<file path="config.mk">
export PLATFORM = sky130hd
export DESIGN_NAME = sirv_gnrl_skid_buf_flat
export DESIGN_NICKNAME = d
export VERILOG_FILES = /design/src/rtl/sirv_gnrl_skid_buf_pkg.sv /design/src/rtl/sirv_gnrl_skid_buf_if.sv /design/src/rtl/sirv_gnrl_dfflr.sv /design/src/rtl/sirv_gnrl_skid_buf.sv /design/src/flat_wrapper.sv
export SDC_FILE = /design/constraint.sdc
export NUM_CORES = 1
export LEC_CHECK = 0
export BUFFER_PORTS_ARGS = -buffer_cell sky130_fd_sc_hd__buf_2
export CAP_MARGIN = 10
export CORE_UTILIZATION = 53
export DETAILED_ROUTE_END_ITERATION = 10
export PLACE_DENSITY_LB_ADDON = 0.05
export SLEW_MARGIN = 20
export SYNTH_ARGS = -nofsm -noshare
export SYNTH_HDL_FRONTEND = slang
export SYNTH_SLANG_ARGS = --single-unit
</file>
<file path="constraint.sdc">
create_clock -name clk -period 2.15 [get_ports clk]
set_clock_uncertainty 0.15 [all_clocks]
set_input_delay 0.3225 -clock clk [delete_from_list [all_inputs] [get_ports clk]]
set_output_delay 0.3225 -clock clk [all_outputs]
set_load 0.05 [all_outputs]
</file>
<file path="src/rtl/sirv_gnrl_skid_buf_pkg.sv">
// Shared types for the 2-entry skid buffer: state encoding and occupancy decode.
// Optional feature macro used by the buffer: SIRV_SKID_BYPASS_EN.
package sirv_gnrl_skid_buf_pkg;

    localparam int unsigned SKID_CNT_W = 2;

    typedef enum logic [SKID_CNT_W-1:0] {
        SKID_EMPTY = 2'd0,
        SKID_ONE   = 2'd1,
        SKID_FULL  = 2'd2
    } skid_state_e;

    function automatic logic [SKID_CNT_W-1:0] skid_occ(input skid_state_e s);
        case (s)
            SKID_ONE:  skid_occ = 2'd1;
            SKID_FULL: skid_occ = 2'd2;
            default:   skid_occ = 2'd0;
        endcase
    endfunction

endpackage

</file>
<file path="src/rtl/sirv_gnrl_skid_buf_if.sv">
// Valid/ready bus for the skid buffer: upstream (i_*) and downstream (o_*) sides plus occupancy.
interface sirv_gnrl_skid_buf_if #(
    parameter int unsigned DW = 32
);
    logic          i_vld;
    logic          i_rdy;
    logic [DW-1:0] i_dat;
    logic          o_vld;
    logic          o_rdy;
    logic [DW-1:0] o_dat;
    logic [1:0]    o_cnt;

    modport slave (
        input  i_vld, i_dat, o_rdy,
        output i_rdy, o_vld, o_dat, o_cnt
    );

    modport master (
        output i_vld, i_dat, o_rdy,
        input  i_rdy, o_vld, o_dat, o_cnt
    );
endinterface

</file>
<file path="src/rtl/sirv_gnrl_dfflr.sv">
// Load-enable flop bank with asynchronous active-low reset to zero.
module sirv_gnrl_dfflr #(
    parameter int unsigned DW = 32
) (
    input  logic          clk,
    input  logic          rst_n,
    input  logic          lden,
    input  logic [DW-1:0] dnxt,
    output logic [DW-1:0] qout
);

    always_ff @(posedge clk or negedge rst_n) begin
        if (!rst_n) begin
            qout <= '0;
        end else if (lden) begin
            qout <= dnxt;
        end
    end

endmodule

</file>
<file path="src/rtl/sirv_gnrl_skid_buf.sv">
// 2-entry valid/ready skid buffer; i_rdy is decoded from registered state only.
// SIRV_SKID_BYPASS_EN: words pass combinationally through an empty buffer when o_rdy is high.
module sirv_gnrl_skid_buf
    import sirv_gnrl_skid_buf_pkg::*;
#(
    parameter int unsigned DW = 32
) (
    input  logic                 clk,
    input  logic                 rst_n,
    input  logic                 flush,
    sirv_gnrl_skid_buf_if.slave  bus
);

    logic [SKID_CNT_W-1:0] state_q;
    skid_state_e           state;
    skid_state_e           state_nxt;
    logic                  state_ld;

    logic [DW-1:0] main_q;
    logic [DW-1:0] main_nxt;
    logic          main_ld;
    logic [DW-1:0] skid_q;
    logic          skid_ld;

    logic i_rdy;
    logic o_vld;
    logic i_hs;
    logic o_hs;

    assign state = skid_state_e'(state_q);

    assign i_rdy = (state != SKID_FULL);
    assign i_hs  = bus.i_vld & i_rdy;
    assign o_hs  = o_vld & bus.o_rdy;

`ifdef SIRV_SKID_BYPASS_EN
    assign o_vld     = (state == SKID_EMPTY) ? bus.i_vld : 1'b1;
    assign bus.o_dat = (state == SKID_EMPTY) ? bus.i_dat : main_q;
`else
    assign o_vld     = (state != SKID_EMPTY);
    assign bus.o_dat = main_q;
`endif

    assign bus.i_rdy = i_rdy;
    assign bus.o_vld = o_vld;
    assign bus.o_cnt = skid_occ(state);

    // o_hs in EMPTY only occurs as a bypass pass-through; that word is never stored.
    always_comb begin
        state_nxt = state;
        main_ld   = 1'b0;
        skid_ld   = 1'b0;
        main_nxt  = bus.i_dat;
        case (state)
            SKID_EMPTY: begin
                if (i_hs && !o_hs) begin
                    main_ld   = 1'b1;
                    state_nxt = SKID_ONE;
                end
            end
            SKID_ONE: begin
                if (i_hs && o_hs) begin
                    main_ld = 1'b1;
                end else if (i_hs) begin
                    skid_ld   = 1'b1;
                    state_nxt = SKID_FULL;
                end else if (o_hs) begin
                    state_nxt = SKID_EMPTY;
                end
            end
            SKID_FULL: begin
                if (o_hs) begin
                    main_ld   = 1'b1;
                    main_nxt  = skid_q;
                    state_nxt = SKID_ONE;
                end
            end
            default: begin
                state_nxt = SKID_EMPTY;
            end
        endcase
        if (flush) begin
            main_ld   = 1'b0;
            skid_ld   = 1'b0;
            state_nxt = SKID_EMPTY;
        end
    end

    assign state_ld = (state_nxt != state);

    sirv_gnrl_dfflr #(.DW(SKID_CNT_W)) u_state_dfflr (
        .clk   (clk),
        .rst_n (rst_n),
        .lden  (state_ld),
        .dnxt  (state_nxt),
        .qout  (state_q)
    );

    sirv_gnrl_dfflr #(.DW(DW)) u_main_dfflr (
        .clk   (clk),
        .rst_n (rst_n),
        .lden  (main_ld),
        .dnxt  (main_nxt),
        .qout  (main_q)
    );

    sirv_gnrl_dfflr #(.DW(DW)) u_skid_dfflr (
        .clk   (clk),
        .rst_n (rst_n),
        .lden  (skid_ld),
        .dnxt  (bus.i_dat),
        .qout  (skid_q)
    );

endmodule

</file>
<file path="src/flat_wrapper.sv">
// flat-port wrapper written by rule: the top's interface ports become plain ports
module sirv_gnrl_skid_buf_flat import sirv_gnrl_skid_buf_pkg::*;
#(
    parameter int unsigned DW = 32
)
  (clk, rst_n, flush, bus_i_vld, bus_i_dat, bus_o_rdy, bus_i_rdy, bus_o_vld, bus_o_dat, bus_o_cnt);
  sirv_gnrl_skid_buf_if #(.DW(DW)) bus_i ();
  input  logic clk;
  input  logic rst_n;
  input  logic flush;
  input wire logic [$bits(bus_i.i_vld)-1:0] bus_i_vld;
  input wire logic [$bits(bus_i.i_dat)-1:0] bus_i_dat;
  input wire logic [$bits(bus_i.o_rdy)-1:0] bus_o_rdy;
  output wire logic [$bits(bus_i.i_rdy)-1:0] bus_i_rdy;
  output wire logic [$bits(bus_i.o_vld)-1:0] bus_o_vld;
  output wire logic [$bits(bus_i.o_dat)-1:0] bus_o_dat;
  output wire logic [$bits(bus_i.o_cnt)-1:0] bus_o_cnt;
  assign bus_i.i_vld = bus_i_vld;
  assign bus_i.i_dat = bus_i_dat;
  assign bus_i.o_rdy = bus_o_rdy;
  assign bus_i_rdy = bus_i.i_rdy;
  assign bus_o_vld = bus_i.o_vld;
  assign bus_o_dat = bus_i.o_dat;
  assign bus_o_cnt = bus_i.o_cnt;
  sirv_gnrl_skid_buf #(.DW(DW)) u_core (.clk(clk), .rst_n(rst_n), .flush(flush), .bus(bus_i));
endmodule
</file>
==> out/results.ini, run 1 <==
[logic_synthesis]
synth_seq_cells = 66
synth_top_area_share_pct = 56.3
synth_area_leader_cell = dfrtp_1
syn-num-nets = 227
syn_inst = 190
synth_cell_types = 19
synth-seq-area-share_pct = 56.3
ys_warn_count = 0
yosys-top-cells-area = dfrtp_1 (56%), mux2_2 (36%), buf_2 (1.2%)
synth_area_per_cell_um2 = 15.4
synth_area_um2 = 2930

[detailed_routing]
detail-route-antenna-nets = 0
wl_per_cell_um = 15.0
via_per_inst = 5.17
vias = 1795
drt-initial-drc-count = 45
drc = 0
wl_um = 5200
dr.pass1.iters = 5

[sta]
drv_slew = 0
max_freq_mhz = 543
period_minus_slack_ns = 1.84
fin_tns_setup_ns = 0
worstMarginPinSlew_ns = 0.330
setup_viol_count_final = 0
setup_slack_ns = 0.307
hold_viol = 0
period_share_pct = 85.7
relSlewSlack_pct = 77.4
rsz0062_at_grt = no

[clocking]
cts_buffer_depth = 2
cts_sinks = 66
clkSlewWorstSetupHoldPaths_ns = 0.07
ctsResizeCount = 0
cts_buffers = 9
htreeDepth = 3
cts_tree = done
cts_root_buf = clkbuf_8
clkLatencyLatePin_ns = 0.32

[floorplanning]
ioPinCount = 73
die_h_um = 76.4
rows = 26
die_area_um2 = 5840
core_um2 = 5200
die_w_um = 76.4
start_util_pct = 56.3

[cells_and_area]
finalNonFillerCells = 347
drive_gt1_share_pct = 70.4
n_antenna_cell = 0
final_common_cell = mux2_2
final_cell_mix = mux2_2 (95), buf_2 (72), dfrtp_1 (66)
fin_nets = 309
fin_area_um2 = 3620
layout-area-overhead-vs-synth_pct = 23.3

[critical_path]
crit_required_ns = 2.21
critPathCaptureType = flip-flop
path_class = reg -> reg
startpoint_type = flip-flop
cp_max_fo = 19
cp.arrival_ns = 1.91

[global_routing]
grt_max_degree = 67
first_global_vias = 1834
grt_overflow = 0
grt_pass1_wl_um = 8780
grtUsageTotal_pct = 19.5
antenna_found_initial = 0

[pwr]
total_power_mw = 3.72
p_leak_nw = 1.71
max-vdd-ir-drop_uv = 523
cellPowerDensity_nw_per_um2 = 1030

[placed_design]
place_area_um2 = 3420
dpl.hpwl_um = 3570
gp_routability_congestion = 0.755
place_ws_ns = 0.313
portBuffers = 72
placed_cells = 330

[flow_run]
cap_violations = 0

[min_path]
hold_class = in -> reg

[outcome]
status = completed

-- final timing paths --
kind | from | to | slack [ns] | cells past startpoint
worst min-delay path | bus_i_dat[24] | u_core.u_skid_dfflr.qout[24]$_DFFE_PN0P_ | 0.09 | 2
min in group asynchronous | rst_n | u_core.u_skid_dfflr.qout[13]$_DFFE_PN0P_ | 0.38 | 3
worst max-delay path | u_core.u_state_dfflr.qout[1]$_DFFE_PN0P_ | u_core.u_main_dfflr.qout[27]$_DFFE_PN0P_ | 0.31 | 4
max in group asynchronous | rst_n | u_core.u_skid_dfflr.qout[4]$_DFFE_PN0P_ | 1.18 | 3
worst min register to register | u_core.u_main_dfflr.qout[15]$_DFFE_PN0P_ | u_core.u_main_dfflr.qout[15]$_DFFE_PN0P_ | 0.35 | 1
worst max register to register | u_core.u_state_dfflr.qout[1]$_DFFE_PN0P_ | u_core.u_main_dfflr.qout[27]$_DFFE_PN0P_ | 0.31 | 4
-- metal layers --
metal / global-route usage (%) / vias up / part of all wire (%)
li1: - / 843 / -
met3: 4.55 / 7 / 4.6
met4: 9.81 / 0 / 1.6
met1: 25.4 / 892 / 46
met2: 30.7 / 53 / 48
met5: 0 / - / 0
-- cell families (layout without fill, tap and decap cells) --
family,count (synthesis),count (layout),share of synthesized area (%)
compound gates,4,4,1.49
buf+inv,11,98,2.09
simple gates,12,12,2.90
mux,97,97,37.2
flops,66,66,56.3
-- worst max-delay path, stage by stage (launching register included) --
cell and delay, ns:
dfrtp_1 0.50, mux2i_1 0.18, o31ai_4 0.21, buf_4 0.31, mux2_2 0.37
-- flip-flops by register name, indices dropped and copies added (netlist names) --
signal                     cells
u_core.u_main_dfflr.qout      32
u_core.u_skid_dfflr.qout      32
u_core.u_state_dfflr.qout      2
-- stage by stage --
step | hold WS (ns) | util, %
CTS | 0.0746 | 69.5
detailed placement | 0.216 | 65.8
finish | 0.0904 | 69.5
global route | 0.0776 | 69.5
global placement | 0.218 | 65.8
floorplan | -0.123 | -
-- power by group --
part,total [mW],internal [mW],switching [mW]
Sequential,1.68,1.54,0.140
Clock,0.943,0.511,0.432
Combinational,1.09,0.400,0.691
-- synthesized netlist by cell type --
| cell type | number |
|---|---|
| a21boi_0 | 1 |
| a21oi_1 | 1 |
| buf_2 | 7 |
| buf_4 | 3 |
| dfrtp_1 | 66 |
| inv_1 | 1 |
| mux2_1 | 1 |
| mux2_2 | 95 |
| mux2i_1 | 1 |
| nand2_1 | 2 |
| nand3_1 | 1 |
| nand3b_4 | 1 |
| nand4bb_1 | 1 |
| nor2_1 | 2 |
| nor2b_1 | 3 |
| o21ba_2 | 1 |
| o31ai_4 | 1 |
| or2_2 | 1 |
| or3b_2 | 1 |
-- cell type report --
class | count | area, µm²
sequential | 66 | 1650
fill | 394 | 1590
multi-input combinational | 113 | 1220
timing repair buffer | 81 | 468
clock buffer | 14 | 173
tap | 70 | 87.6
clock inverter | 2 | 10.0
inverter | 1 | 3.75
-- timing repair --
action / 4_1_cts / 5_1_grt
hold buffers: 1 / 0
buffers inserted: 0 / 0
endpoints found under the hold margin: 66 / 0
No activity file was read; power rests on OpenSTA's default activity.
==> run 2, diff against run 1 <==
--- a/config.mk
+++ b/config.mk
@@ -5,10 +5,12 @@
 export SDC_FILE = /design/constraint.sdc
 export NUM_CORES = 1
 export LEC_CHECK = 0
-export BUFFER_PORTS_ARGS = -buffer_cell sky130_fd_sc_hd__buf_2
 export CAP_MARGIN = 10
-export CORE_UTILIZATION = 53
+export CELL_PAD_IN_SITES_DETAIL_PLACEMENT = 0
+export CELL_PAD_IN_SITES_GLOBAL_PLACEMENT = 1
+export CORE_UTILIZATION = 51
 export DETAILED_ROUTE_END_ITERATION = 10
+export DONT_BUFFER_PORTS = 1
 export PLACE_DENSITY_LB_ADDON = 0.05
 export SLEW_MARGIN = 20
 export SYNTH_ARGS = -nofsm -noshare
==> run 2 against run 1 <==
Net effect:
- first-iteration DRC count grew 8.9%
- register-to-register slack about the same
- cell count decreased by 10%
- routed wire length rose by 10%
- largest power group unchanged
- sequential share of layout area up 0.38 points
- fmax increased by 0.42%
- non-clock buffer count is 36 lower
- worst hold slack got worse by 0.060 ns
- via count shrank 4.8%
==> out/results.ini, run 2 (synthesis gave the netlist of run 1 again) <==
[outcome]
status = completed

[detailed_routing]
wl_um = 5730
wl_per_cell_um = 18.4
detail-route-antenna-nets = 0
drc = 0
drt-initial-drc-count = 49
dr.pass1.iters = 4
vias = 1708
via_per_inst = 5.47

[sta]
drv_slew = 0
setup_viol_count_final = 0
relSlewSlack_pct = 66.1
fin_hold_ws_ns = 0.0299
hold_viol = 0
period_share_pct = 85.4
fin_tns_setup_ns = 0
max_freq_mhz = 545
worstMarginPinSlew_ns = 0.508
period_minus_slack_ns = 1.84
rsz0062_at_grt = no

[cells_and_area]
drive_gt1_share_pct = 52.9
layout-area-overhead-vs-synth_pct = 22.3
largestRegisters = u_core.u_main_dfflr.qout (32), u_core.u_skid_dfflr.qout (32), u_core.u_state_dfflr.qout (2)
n_antenna_cell = 0
fin_area_um2 = 3590
fin_nets = 273
nFillCells = 423
final_util_pct = 64.7
final_cell_mix = mux2_2 (95), dfrtp_1 (66), dlygate4sd3_1 (34)
final_common_cell = mux2_2

[floorplanning]
ioPinCount = 73
start_util_pct = 52.9
die_h_um = 77.8
die_area_um2 = 6060
rows = 27
core_um2 = 5540
die_w_um = 77.8

[critical_path]
crit_required_ns = 2.21
critPathCaptureType = flip-flop
cp_max_fo = 17
cp.arrival_ns = 1.90
startpoint_type = flip-flop
path_class = reg -> reg
startpoint = u_core.u_state_dfflr.qout[1]$_DFFE_PN0P_
rr_startpoint = u_core.u_state_dfflr.qout[1]$_DFFE_PN0P_

[pwr]
total_power_mw = 3.59
p_leak_nw = 1.56
max-vdd-ir-drop_uv = 522
cellPowerDensity_nw_per_um2 = 1000

[clocking]
cts_root_buf = clkbuf_8
ctsResizeCount = 0
clkLatencyLatePin_ns = 0.33
cts_sinks = 66
htreeDepth = 3
cts_tree = done
cts_buffers = 9
clkSlewWorstSetupHoldPaths_ns = 0.07
cts_buffer_depth = 2

[min_path]
holdCritStartpoint = bus_o_rdy
hold_class = in -> reg

[global_routing]
antenna_found_initial = 0
grt_overflow = 0
first_global_vias = 1927
grtUsageTotal_pct = 21.0
grt_max_degree = 67
grt_pass1_wl_um = 9540

[placed_design]
portBuffers = 0
dpl.hpwl_um = 3640
gp_routability_congestion = 0.695
place_area_um2 = 3050

[flow_run]
cap_violations = 0

[run 2: cell count changes in the layout (fill, tap and decap cells not counted), sizes merged]
cell	before	now
buf	80	11
clkinv	2	3
clkbuf	14	12
dlygate4sd3	1	34
[run 2: layer usage]
| layer | track usage (%) | wire (µm) | vias to the layer above |
|---|---|---|---|
| met5 | 0 | 0 | - |
| met4 | 10.6 | 93 | 0 |
| met3 | 5.88 | 403 | 8 |
| met2 | 34.7 | 2910 | 49 |
| met1 | 24.9 | 2320 | 880 |
| li1 | - | - | 771 |
[run 2: path summary, 6_finish.rpt]
kind	endpoint	slack [ns]	depth (start not counted)
min in group asynchronous	u_core.u_main_dfflr.qout[17]$_DFFE_PN0P_	0.37	2
worst max register to register	u_core.u_main_dfflr.qout[30]$_DFFE_PN0P_	0.31	4
max in group asynchronous	u_core.u_skid_dfflr.qout[25]$_DFFE_PN0P_	1.20	2
worst max-delay path	u_core.u_main_dfflr.qout[30]$_DFFE_PN0P_	0.31	4
worst min-delay path	u_core.u_state_dfflr.qout[1]$_DFFE_PN0P_	0.03	2
worst min register to register	u_core.u_skid_dfflr.qout[16]$_DFFE_PN0P_	0.35	1
[run 2: repair_timing]
action / 4_1_cts / 5_1_grt
buffers inserted: 0 / 0
endpoints found under the hold margin: 99 / 0
hold buffers: 35 / 0
[run 2: per-stage QoR]
step                instances  setup slack, ns
global placement          262            0.381
global route              312            0.212
detailed placement        262            0.321
CTS                       312            0.300
finish                    312            0.315
floorplan                 190            0.315
[run 2: final cells by class]
class / instances / area (µm²) / area share [%]
Clock buffer: 12 / 155 / 4.33
Clock inverter: 3 / 15.0 / 0.419
Inverter: 1 / 3.75 / 0.105
Multi-Input combinational cell: 113 / 1230 / 34.2
Sequential cell: 66 / 1650 / 46.1
Tap cell: 72 / 90.1 / 2.51
Timing Repair Buffer: 45 / 443 / 12.4
[run 2: critical path, cell delays in order (launching register included)]
cell and delay [ns]:
dfrtp_1 0.50, mux2i_1 0.19, o31ai_4 0.21, buf_4 0.29, mux2_2 0.36
[run 2: power by group]
| part | switching [mW] | total [mW] | leakage (nW) | internal [mW] |
|---|---|---|---|---|
| logic | 0.175 | 0.506 | 0.671 | 0.331 |
| clock network | 0.447 | 0.917 | 0.0920 | 0.470 |
| registers | 0.638 | 2.17 | 0.795 | 1.53 |
| total | 1.26 | 3.59 | 1.56 | 2.34 |
